==> config.mk <==
export PLATFORM = sky130hd
export DESIGN_NAME = sseg_capture_flat
export DESIGN_NICKNAME = d
export VERILOG_FILES = /design/src/rtl/sseg_capture_if.sv /design/src/rtl/sseg_capture.sv /design/src/flat_wrapper.sv
export SDC_FILE = /design/constraint.sdc
export NUM_CORES = 1
export LEC_CHECK = 0
export ABC_AREA = 1
export CORE_ASPECT_RATIO = 1.5
export CORE_UTILIZATION = 50
export DETAILED_ROUTE_END_ITERATION = 10
export PLACE_DENSITY = 0.79
export SETUP_SLACK_MARGIN = 0.4
export SYNTH_ARGS = -nofsm -noshare
export SYNTH_HDL_FRONTEND = slang
export SYNTH_SLANG_ARGS = --single-unit
==> constraint.sdc <==
create_clock -name clk -period 3.8 [get_ports clk]
set_input_delay 0.76 -clock clk [delete_from_list [all_inputs] [get_ports clk]]
set_output_delay 0.76 -clock clk [all_outputs]
set_load 0.005 [all_outputs]
==> src/rtl/sseg_capture_if.sv <==
// Seven-segment display bus: active-low segments, digit enables and decimal point.
interface sseg_capture_if;
  logic [6:0] seg;
  logic [3:0] an;
  logic       dp;

  modport master (output seg, an, dp);
  modport slave  (input  seg, an, dp);
endinterface

==> src/rtl/sseg_capture.sv <==
// Captures a multiplexed seven-segment display into decoded per-digit hex values.
// Optional macro SSEG_CAP_SYNC_EN adds a 2-flop input synchronizer (+2 cycles latency).
module sseg_capture #(
  parameter int unsigned STABLE_CYC = 4
) (
  input  logic            clk,
  input  logic            rst,
  sseg_capture_if.slave   disp,
  output logic [15:0]     digits,
  output logic [3:0]      dp_cap,
  output logic [3:0]      blank,
  output logic [3:0]      digit_err,
  output logic            frame_valid
);

  localparam logic [11:0] IDLE_SMP = {4'hF, 1'b1, 7'h7F};
  localparam logic [7:0]  CNT_MAX  = 8'(STABLE_CYC - 1);
  localparam logic [7:0]  CNT_HIT  = 8'(STABLE_CYC - 2);

  // Returns {hit, value}; hit=0 for patterns outside the hex table.
  function automatic logic [4:0] seg_decode(input logic [6:0] s);
    case (s)
      7'h40:   seg_decode = 5'h10;
      7'h79:   seg_decode = 5'h11;
      7'h24:   seg_decode = 5'h12;
      7'h30:   seg_decode = 5'h13;
      7'h19:   seg_decode = 5'h14;
      7'h12:   seg_decode = 5'h15;
      7'h02:   seg_decode = 5'h16;
      7'h78:   seg_decode = 5'h17;
      7'h00:   seg_decode = 5'h18;
      7'h10:   seg_decode = 5'h19;
      7'h08:   seg_decode = 5'h1A;
      7'h03:   seg_decode = 5'h1B;
      7'h46:   seg_decode = 5'h1C;
      7'h21:   seg_decode = 5'h1D;
      7'h06:   seg_decode = 5'h1E;
      7'h0E:   seg_decode = 5'h1F;
      default: seg_decode = 5'h00;
    endcase
  endfunction

  logic [11:0] raw_s;
  logic [11:0] sample_s;

  assign raw_s = {disp.an, disp.dp, disp.seg};

`ifdef SSEG_CAP_SYNC_EN
  logic [11:0] sync1_q, sync1_d;
  logic [11:0] sync2_q, sync2_d;

  // Two-stage synchronizer next values.
  always_comb begin
    sync1_d = raw_s;
    sync2_d = sync1_q;
  end

  // Synchronizer flops, idle pattern on reset.
  always_ff @(posedge clk) begin
    if (rst) begin
      sync1_q <= IDLE_SMP;
      sync2_q <= IDLE_SMP;
    end else begin
      sync1_q <= sync1_d;
      sync2_q <= sync2_d;
    end
  end

  assign sample_s = sync2_q;
`else
  assign sample_s = raw_s;
`endif

  logic [11:0] prev_q, prev_d;
  logic [7:0]  cnt_q, cnt_d;
  logic [15:0] digits_q, digits_d;
  logic [3:0]  dp_cap_q, dp_cap_d;
  logic [3:0]  blank_q, blank_d;
  logic [3:0]  err_q, err_d;
  logic [3:0]  seen_q, seen_d;
  logic        fv_q, fv_d;

  logic        same_s;
  logic        strobe_s;
  logic        sel_ok_s;
  logic [1:0]  sel_idx_s;
  logic [4:0]  dec_s;
  logic [3:0]  seen_upd_s;

  // Stability counter, digit select, decode and capture update.
  always_comb begin
    prev_d     = sample_s;
    cnt_d      = cnt_q;
    digits_d   = digits_q;
    dp_cap_d   = dp_cap_q;
    blank_d    = blank_q;
    err_d      = err_q;
    seen_d     = seen_q;
    fv_d       = 1'b0;
    sel_ok_s   = 1'b0;
    sel_idx_s  = 2'd0;
    seen_upd_s = seen_q;

    same_s = (sample_s == prev_q);
    if (!same_s) begin
      cnt_d = 8'd0;
    end else if (cnt_q < CNT_MAX) begin
      cnt_d = cnt_q + 8'd1;
    end else begin
      cnt_d = cnt_q;
    end
    strobe_s = same_s && (cnt_q == CNT_HIT);

    case (sample_s[11:8])
      4'hE:    begin sel_ok_s = 1'b1; sel_idx_s = 2'd0; end
      4'hD:    begin sel_ok_s = 1'b1; sel_idx_s = 2'd1; end
      4'hB:    begin sel_ok_s = 1'b1; sel_idx_s = 2'd2; end
      4'h7:    begin sel_ok_s = 1'b1; sel_idx_s = 2'd3; end
      default: begin sel_ok_s = 1'b0; sel_idx_s = 2'd0; end
    endcase

    dec_s = seg_decode(sample_s[6:0]);

    if (strobe_s && sel_ok_s) begin
      dp_cap_d[sel_idx_s] = ~sample_s[7];
      if (dec_s[4]) begin
        digits_d[{sel_idx_s, 2'b00} +: 4] = dec_s[3:0];
        blank_d[sel_idx_s] = 1'b0;
        err_d[sel_idx_s]   = 1'b0;
      end else if (sample_s[6:0] == 7'h7F) begin
        blank_d[sel_idx_s] = 1'b1;
        err_d[sel_idx_s]   = 1'b0;
      end else begin
        blank_d[sel_idx_s] = 1'b0;
        err_d[sel_idx_s]   = 1'b1;
      end
      seen_upd_s = seen_q | (4'b0001 << sel_idx_s);
      if (seen_upd_s == 4'hF) begin
        fv_d   = 1'b1;
        seen_d = 4'h0;
      end else begin
        seen_d = seen_upd_s;
      end
    end else begin
      seen_d = seen_q;
    end
  end

  // State and output registers.
  always_ff @(posedge clk) begin
    if (rst) begin
      prev_q   <= IDLE_SMP;
      cnt_q    <= 8'd0;
      digits_q <= 16'h0000;
      dp_cap_q <= 4'h0;
      blank_q  <= 4'h0;
      err_q    <= 4'h0;
      seen_q   <= 4'h0;
      fv_q     <= 1'b0;
    end else begin
      prev_q   <= prev_d;
      cnt_q    <= cnt_d;
      digits_q <= digits_d;
      dp_cap_q <= dp_cap_d;
      blank_q  <= blank_d;
      err_q    <= err_d;
      seen_q   <= seen_d;
      fv_q     <= fv_d;
    end
  end

  assign digits      = digits_q;
  assign dp_cap      = dp_cap_q;
  assign blank       = blank_q;
  assign digit_err   = err_q;
  assign frame_valid = fv_q;

endmodule

==> src/flat_wrapper.sv <==
// flat-port wrapper written by rule: the top's interface ports become plain ports
module sseg_capture_flat 
#(
  parameter int unsigned STABLE_CYC = 4
)
  (clk, rst, digits, dp_cap, blank, digit_err, frame_valid, disp_seg, disp_an, disp_dp);
  sseg_capture_if disp_i ();
  input  logic clk;
  input  logic rst;
  output logic [15:0] digits;
  output logic [3:0] dp_cap;
  output logic [3:0] blank;
  output logic [3:0] digit_err;
  output logic frame_valid;
  input wire logic [$bits(disp_i.seg)-1:0] disp_seg;
  input wire logic [$bits(disp_i.an)-1:0] disp_an;
  input wire logic [$bits(disp_i.dp)-1:0] disp_dp;
  assign disp_i.seg = disp_seg;
  assign disp_i.an = disp_an;
  assign disp_i.dp = disp_dp;
  sseg_capture #(.STABLE_CYC(STABLE_CYC)) u_core (.clk(clk), .rst(rst), .disp(disp_i), .digits(digits), .dp_cap(dp_cap), .blank(blank), .digit_err(digit_err), .frame_valid(frame_valid));
endmodule
-- Word-level counts from Yosys, hierarchy flattened
Index checks and enable logic that the tools add are counted.
- word-level logic and storage cells: 69
- output and inout bits: 29
- input bits: 14
- register bits: 53
- bitwise gates (word level): 9
- muxes and demuxes: 13
- shift-type cells: 3
- magnitude comparators: 3
- reductions and logical operators: 8
- equal/unequal tests: 23
- add/sub/neg operators: 2
- operators with widths (operator ; number):
    $pmux 5 s16 ; 1
    $eq 7x7->1 const B ; 5
    $eq 7x5->1 const B ; 3
    $eq 7x6->1 const B ; 3
    $mux 4 ; 5
    $bwmux 16 ; 1
    $eq 4x4->1 const B ; 4
    $shift 4x6->16 const A ; 1
    $shiftx 4x6->16 ; 1
    $eq 7x2->1 const B ; 2
    $eq 7x4->1 const B ; 2
    $eq 12x12->1 ; 1
    $or 4x4->4 ; 3
    $add 8x1->8 const B ; 1
    $and 4x4->4 ; 2
    $eq 8x2->1 const B ; 1
    $lt 8x2->1 const B ; 1
    $eq 7x3->1 const B ; 1
    $logic_not 7->1 ; 1
    $neg 4->6 ; 1
    $pmux 2 s3 ; 1
    $bwmux 4 ; 1
    $eq 4x3->1 const B ; 1
    $not 4->4 ; 1
    other kinds (10) ; 17

-- Logic depth before layout (Yosys ltp)
Gate-level depths: netlist of run 1.
- depth after elaboration: 10
- gate-level depth with buffers: 12
- mapped depth without buffers: 12

-- Worst setup path before layout of run 1
OpenSTA, ideal clock, no wires.
- path type: input-to-reg
- from: input disp_an[3]
- to: register u_core.seen_q[0]
- stages on the path: 9
- path buffers: 0
- setup time: 118 ps
- arrival time: 2372 ps
- required time: 3682 ps
- slack: 1311 ps
- cells stage by stage: nand2_1 -> nor3_1 -> nor2_1 -> ha_1 -> inv_1 -> a2111oi_0 -> nand2_1 -> nand2_1 -> a21oi_1
- word-level cells in the longest chain between the ends: 6
- elaborated cells on any way between the ends: 14
- those cells by class: eq/ne (6); shift (1); mux (3); bitwise (1); reduce/logical (3)
- ends and longest elaborated chain (what ; line ; source):
    from (decl) ; flat_wrapper.sv:16 ; input wire logic [$bits(disp_i.an)-1:0] disp_an;
    $eq 4x3->1 or $eq 4x4->1 (tied branches) ; sseg_capture.sv:114 ; case (sample_s[11:8])
    $pmux 2 s3 ; sseg_capture.sv:114 ;
    $shl 1x2->4 ; sseg_capture.sv:137 ; seen_upd_s = seen_q | (4'b0001 << sel_idx_s);
    $or 4x4->4 ; sseg_capture.sv:137 ;
    $eq 4x4->1 ; sseg_capture.sv:138 ; if (seen_upd_s == 4'hF) begin
    $mux 4 ; sseg_capture.sv:138 ;
    to (signal assigned) ; sseg_capture.sv:167 ; seen_q <= seen_d;
    to (decl) ; sseg_capture.sv:80 ; logic [3:0] seen_q, seen_d;
Several ways; a longest one is shown, not always the timed one.
A chain may end at the register's enable or synchronous reset.

-- Worst setup path in the final report of run 1
- from: input disp_an[1]
- to: register u_core.seen_q[3]
The elaborated chain is that of the path after synthesis.

==> summary.txt, run 1 <==
Synthesis
  • Top post-synthesis cells by area: dfxtp_1, nand2_1, nor2_1
  • Yosys cell types: 26
  • Mapped Cells: between 300 and 400
  • Cell area after synthesis: around 2700 um^2
  • Sequential area share after synthesis: 0.389
  • Mean Syn Cell Area: between 6 and 7 um^2
  • Synth Register Bits: between 50 and 60
  • Syn_nets: roughly 420
  • Post-synth EDFFs: 0
  • Ys async rst share: 0
  • Synth warnings: 0
  • Top-area cell type share of the netlist area: 0.389
  • Primary FF master, synth: dfxtp_1
  • Synth area leader: dfxtp_1

GRT
  • Global-route wire length before repair: slightly above 10000 um
  • Largest net degree at the start of global routing: 18
  • Vias in the first global route: between 2000 and 2500
  • Antenna violations before repair: 0
  • Gr usage total: 0.220
  • Remaining Overflow, GRT: 0

STA
  • Min Clock Period, post-route: slightly above 3 ns
  • Slack of the critical path: 0.702 ns
  • TNS Setup: 0 ns
  • Slew HR: 0.599
  • Final Skew: roughly 0.0032 ns
  • Worst-Margin Slew: a little under 0.6 ns
  • Fmax: 323 MHz
  • RSZ-0062 raised after global routing: no
  • Setup violations, final: 0
  • Final hold vios: 0
  • Tcrit/Tclk final: 0.815
  • WHS: around 0.44 ns
  • Final Max Tran Viols: 0

Worst hold path
  • Worst Hold Path EP: u_core.cnt_q[2]$_SDFFE_PP0N_
  • Hold path start: u_core.cnt_q[2]$_SDFFE_PP0N_
  • Hold path cells: 2
  • Class of the worst hold path: reg -> reg

Run status
  • Outcome: finished clean

Power and ir drop
  • Switch share: 0.254
  • Switch Pwr: 0.000247 W
  • Static leakage: 1.53 nW
  • Int Pwr: between 0.0007 and 0.0008 W
  • VDD IR max: 0.000201 V
  • Comb pwr share: 0.114
  • Reg power frac: 0.579
  • Power Dens Cells: 294 nW/um^2
  • Clock network fraction of total power: 0.308

Place
  • # placed instances: 506
  • Port Buffers: 42
  • Detail Placement HPWL: 4470 um
  • Pre-CTS setup slack: around 0.44 ns
  • GP Congestion: 0.963

Layout
  • Most frequent cells in the layout: nand2_1, nor2_1, dfxtp_1, inv_1, clkdlybuf4s50_1
  • # fillers: approximately 490
  • Fin util: 0.638
  • Finished Layout Cells: around 510
  • Fin nets: about 470
  • Commonest non-fill, non-tap cell in the layout: nand2_1
  • Share of cells above drive strength 1: 0.0964
  • Multi-input gate area: between 1000 and 1500 um^2
  • Register area: ~1100 um^2
  • Synth-to-Final Area Change: 21.5%
  • # diodes: 0

Die
  • Starting Density: 0.525
  • Io pins: 43
  • DIE AREA: 5770 um^2
  • Cell Rows: 32
  • DIE HEIGHT: just over 90 um
  • Core Region: about 5200 um^2
  • Die X: 62.3 um

Clock network
  • TritonCTS buffer count: 5
  • Clk pin slew, worst setup/hold paths: about 0.090 ns
  • Post-CTS Setup Inserts: 0
  • CTS tree: done
  • H-tree Lvls: 2
  • Clk sinks: 53
  • Clock tree buffer depth: 2
  • PostCTS Resize Cnt: 0
  • CTS Hold Bufs: 0
  • Clock root cell: clkbuf_8
  • Clk Latency, worst-skew pair: 0.30 ns

Worst setup path
  • Critical Path RT: 4.00 ns
  • Slowest CP cell: clkdlybuf4s50_1
  • Worst reg2reg startpoint: u_core.cnt_q[0]$_SDFFE_PP0N_
  • Crit path arrival time: 3.30 ns
  • Internal reg-to-reg setup slack: roughly 2.1 ns
  • R2r endpoint: u_core.dp_cap[3]$_SDFFE_PP0P_
  • Worst path cell trace: clkdlybuf4s50_1 -> nand2_1 -> nor3_1 -> nor2_1 -> ha_1 -> inv_1 -> a2111oi_0 -> nand2_1 -> nand2_1 -> a21oi_1
  • Most common cell on crit path: nand2_1
  • Max FO, Critical Path: 8
  • Reg2Reg Depth: 9
  • Critical path type: in -> reg
  • Critical Path Source Type: input port
  • CP peak stage delay: 0.49 ns
  • Crit. End Element: register

Routing
  • ANT nets after route: 0
  • Remaining DRCs: 0
  • Drt total wl: 5740 um
  • Per-cell routed wire length: approximately 11 um
  • Number of iterations in the first detailed-routing pass: 4
  • Routed vias: around 2500
  • Initial detailed-routing violation count: 112
  • Vias per cell: 4.89

Job
  • MaxCap Viol Count: 0
-- per-layer routing --
layer / global-route usage / part of all wire / wire length, um / up-vias
li1: - / - / - / 1338
met1: 0.235 / 0.41 / 2350 / 1115
met2: 0.400 / 0.53 / 3060 / 43
met3: 0.0382 / 0.022 / 128 / 15
met4: 0.134 / 0.034 / 196 / 0
met5: 0 / 0 / 0 / -
-- area by class of cell --
type,instances,area share
well taps,68,0.0256
clock inverters,2,0.00302
flip-flops and latches,53,0.320
multi-input cells,285,0.435
repair buffers,44,0.131
clock buffers,6,0.0219
inverters,56,0.0633
-- synthesized netlist by cell type, types with 6 or more instances --
cell type and number:
a21oi_1 31, dfxtp_1 53, ha_1 9, inv_1 48, inv_2 8, nand2_1 107, nand3_1 24, nor2_1 55
nor2_2 6, nor3_1 6, o21ai_0 10, o21ai_1 6
-- through the flow --
stage | area (um^2) | total power (W)
5_1_grt | 3320 | 0.00102
2_1_floorplan | 2730 | 0.000651
3_3_place_gp | 3240 | 0.000686
3_5_place_dp | 3240 | 0.000688
4_1_cts | 3320 | 0.000985
6_report | 3320 | 0.000976
-- critical path: cells and delay by family --
family                   cells  cell delay, ns
AO/OA/AOI/OAI                2            0.55
AND/OR/NAND/NOR              5            0.88
adder cells (fa/ha/maj)      1            0.42
buffers and inverters        2            0.69
-- logic make-up after synthesis --
logic type / after synthesis / synth area share
mux: 1 / 0.00367
xor+xnor: 5 / 0.0160
fa+ha+maj: 9 / 0.0412
simple gates: 221 / 0.376
flops: 53 / 0.389
buf+inv: 60 / 0.0825
compound gates: 49 / 0.0917
-- power by group through the flow --
stage | Sequential [W] | Clock, W | Combinational [W]
6_report | 0.000565 | 0.000300 | 0.000111
5_1_grt | 0.000566 | 0.000328 | 0.000125
4_1_cts | 0.000565 | 0.000310 | 0.000111
3_3_place_gp | 0.000578 | 0 | 0.000108
2_1_floorplan | 0.000577 | 0 | 0.0000737
3_5_place_dp | 0.000578 | 0 | 0.000110
-- worst max-delay path by stage --
| stage | startpoint | to | slack (ns) | cells after the start |
|---|---|---|---|---|
| final | disp_an[1] | u_core.seen_q[3]$_SDFFE_PP0N_ | 0.70 | 10 |
| after global routing | disp_an[3] | u_core.seen_q[3]$_SDFFE_PP0N_ | 0.43 | 10 |
| after CTS | disp_an[1] | u_core.seen_q[3]$_SDFFE_PP0N_ | 0.77 | 10 |
| after detailed placement | disp_an[1] | u_core.seen_q[2]$_SDFFE_PP0N_ | 0.44 | 10 |
| after global placement | disp_an[1] | u_core.seen_q[0]$_SDFFE_PP0N_ | 0.58 | 10 |
| after floorplan | disp_an[3] | u_core.seen_q[0]$_SDFFE_PP0N_ | 1.31 | 9 |
No activity file was read; power rests on OpenSTA's default activity.
==> run 2: changes to the inputs <==
- CORE_UTILIZATION: 50 -> 48
- clock period: 3.8 -> 2.55 ns (I/O delays scaled with it)
==> run 2 against run 1 <==
Sequential share of layout area decreased by 2.4 points. Non-clock buffer count increased by 16. Final cell count increased by 3.9%. Critical path type unchanged. Highest routed layer unchanged.
==> summary.txt, run 2 (synthesis results as in run 1) <==
GRT
  • Remaining Overflow, GRT: 0 (unchanged)
  • Antenna violations before repair: 0 (unchanged)
  • Gr usage total: 0.215 (-0.00564)
  • Vias in the first global route: 2540 (+4.4%)
  • Global-route wire length before repair: 10400 um (+2.2%)
  • Largest net degree at the start of global routing: 27 (+9)

Job
  • MaxCap Viol Count: 0 (unchanged)

Worst setup path
  • Max FO, Critical Path: 4 (-4)
  • Critical Path Source Type: input port
  • Crit path arrival time: 2.20 ns (-1.10 ns)
  • Reg2Reg Depth: 11 (+2)
  • Crit path from: disp_an[3]
  • Worst reg2reg startpoint: u_core.prev_q[4]$_SDFF_PP1_
  • Crit. End Element: register
  • R2r endpoint: u_core.dp_cap[1]$_SDFFE_PP0P_
  • Internal reg-to-reg setup slack: 0.91 ns (-1.21 ns)
  • Critical path type: in -> reg
  • Critical Path RT: 2.75 ns (-1.25 ns)

Layout
  • Finished Cell Area: 3590 um^2 (+8.3%)
  • # diodes: 0 (unchanged)
  • Fin nets: 486 (+3.8%)
  • Synth-to-Final Area Change: 31.6%
  • Commonest non-fill, non-tap cell in the layout: nand2_1
  • Share of cells above drive strength 1: 0.157 (+0.0609)
  • # fillers: 483 (-1.2%)
  • Most frequent cells in the layout: nand2_1, dfxtp_1, nor2_1, inv_1

Routing
  • Vias per cell: 4.96 (+1.4%)
  • Number of iterations in the first detailed-routing pass: 4 (unchanged)
  • Drt total wl: 6150 um (+7.3%)
  • Initial detailed-routing violation count: 103 (-8.0%)
  • Routed vias: 2646 (+5.4%)
  • Per-cell routed wire length: 11.5 um (+3.2%)
  • ANT nets after route: 0 (unchanged)
  • Remaining DRCs: 0 (unchanged)

Power and ir drop
  • Power Dens Cells: 473 nW/um^2 (+61%)
  • Static leakage: 1.71 nW (+12%)
  • VDD IR max: 0.000331 V (+64%)

Clock network
  • Clk pin slew, worst setup/hold paths: 0.09 ns (about the same)
  • CTS Hold Bufs: 0 (unchanged)
  • Clock tree buffer depth: 2 (unchanged)
  • Clk sinks: 53 (unchanged)
  • TritonCTS buffer count: 5 (unchanged)
  • Clk Latency, worst-skew pair: 0.31 ns (about the same)
  • CTS tree: done
  • Clock root cell: clkbuf_8
  • H-tree Lvls: 2 (unchanged)

STA
  • Final Max Tran Viols: 0 (unchanged)
  • Final hold vios: 0 (unchanged)
  • Setup violations, final: 0 (unchanged)
  • Min Clock Period, post-route: between 2 and 2.5 ns
  • Tcrit/Tclk final: 0.786
  • Slew HR: 0.778 (+0.179)
  • Worst-Margin Slew: 0.330 ns (-0.266 ns)
  • WHS: 0.434 ns (-0.00238 ns)
  • Fmax: roughly 500 MHz
  • Final Skew: 0.00636 ns (+0.00320 ns)
  • RSZ-0062 raised after global routing: no

Place
  • Port Buffers: 42 (unchanged)
  • GP Congestion: 0.884 (-8.2%)
  • Placed Area: 3330 um^2 (+2.9%)
  • Detail Placement HPWL: 4470 um (about the same)

Die
  • Io pins: 43 (unchanged)
  • DIE AREA: 6000 um^2 (+4.0%)
  • Cell Rows: 33 (+3.1%)
  • Starting Density: 0.497 (-0.0274)
  • Core Region: 5490 um^2 (+5.5%)
  • Die X: 63.6 um (+2.0%)
  • DIE HEIGHT: 94.4 um (+2.0%)

Worst hold path
  • Worst Hold Path EP: u_core.cnt_q[2]$_SDFFE_PP0N_
  • Hold path start: u_core.cnt_q[2]$_SDFFE_PP0N_
  • Class of the worst hold path: reg -> reg
  • Hold path cells: 2 (unchanged)

Run status
  • Outcome: finished clean
run 2: changes by cell type in the layout (fill, tap and decap cells not counted), sizes merged:
cell / before / now
clkdlybuf4s50: 42 / 31
buf: 2 / 18
bufinv: 0 / 2
dlygate4sd2: 0 / 3
clkbuf: 6 / 5
nor2: 66 / 68
dlymetal6s2s: 0 / 8
clkinv: 2 / 1
run 2: how the worst max path moves through the flow:
stage / endpoint / slack (ns) / cells after the start
6_report: u_core.seen_q[3]$_SDFFE_PP0N_ / 0.55 / 10
5_1_grt: u_core.seen_q[3]$_SDFFE_PP0N_ / 0.42 / 10
4_1_cts: u_core.seen_q[3]$_SDFFE_PP0N_ / 0.41 / 10
3_5_place_dp: u_core.seen_q[2]$_SDFFE_PP0N_ / -0.11 / 11
3_3_place_gp: u_core.seen_q[2]$_SDFFE_PP0N_ / 0.01 / 11
2_1_floorplan: u_core.seen_q[0]$_SDFFE_PP0N_ / 0.42 / 9
run 2: stage by stage:
step	cells	setup TNS (ns)	setup slack [ns]	util	total power (W)
5_1_grt	534	0	0.420	0.654	0.00177
6_report	534	0	0.546	0.654	0.00170
3_3_place_gp	520	0	0.0120	0.607	0.00104
4_1_cts	530	0	0.409	0.636	0.00170
3_5_place_dp	520	-0.616	-0.111	0.607	0.00104
2_1_floorplan	398	0	0.418	-	0.000970
run 2: critical path, stage by stage:
cell	delay (ns)
dlygate4sd2_1	0.27
nand2_1	0.14
nor3_2	0.06
nor2_2	0.21
ha_1	0.25
inv_1	0.08
a2111oi_1	0.39
nand2_1	0.14
nand2_2	0.11
a21oi_1	0.05
run 2: metal layers:
layer / GRT usage / vias up / share of wire / wire length (um)
li1: - / 1375 / - / -
met1: 0.220 / 1195 / 0.39 / 2420
met2: 0.416 / 60 / 0.54 / 3340
met3: 0.0314 / 16 / 0.035 / 216
met4: 0.102 / 0 / 0.029 / 181
met5: 0 / - / 0 / 0
run 2: layout make-up:
class	count	area, um^2	area share
Inverter	56	210	0.0585
Timing Repair Buffer	60	572	0.159
Clock inverter	3	65.1	0.0181
Sequential cell	53	1060	0.295
Clock buffer	5	68.8	0.0192
Multi-Input combinational cell	287	1530	0.425
Tap cell	70	87.6	0.0244
run 2: timing repair:
item	4_1_cts	5_1_grt
gates cloned	0	2
setup buffers	2	2
endpoints found under the setup margin	19	33
pin swaps	3	4
gates resized for setup	9	21
run 2: power by group:
part           switching (W)  internal, W  total [W]  leakage [nW]
combinational       0.000122    0.0000712   0.000193          1.21
clock               0.000276     0.000390   0.000666        0.0681
sequential        0.00000457     0.000837   0.000842         0.430
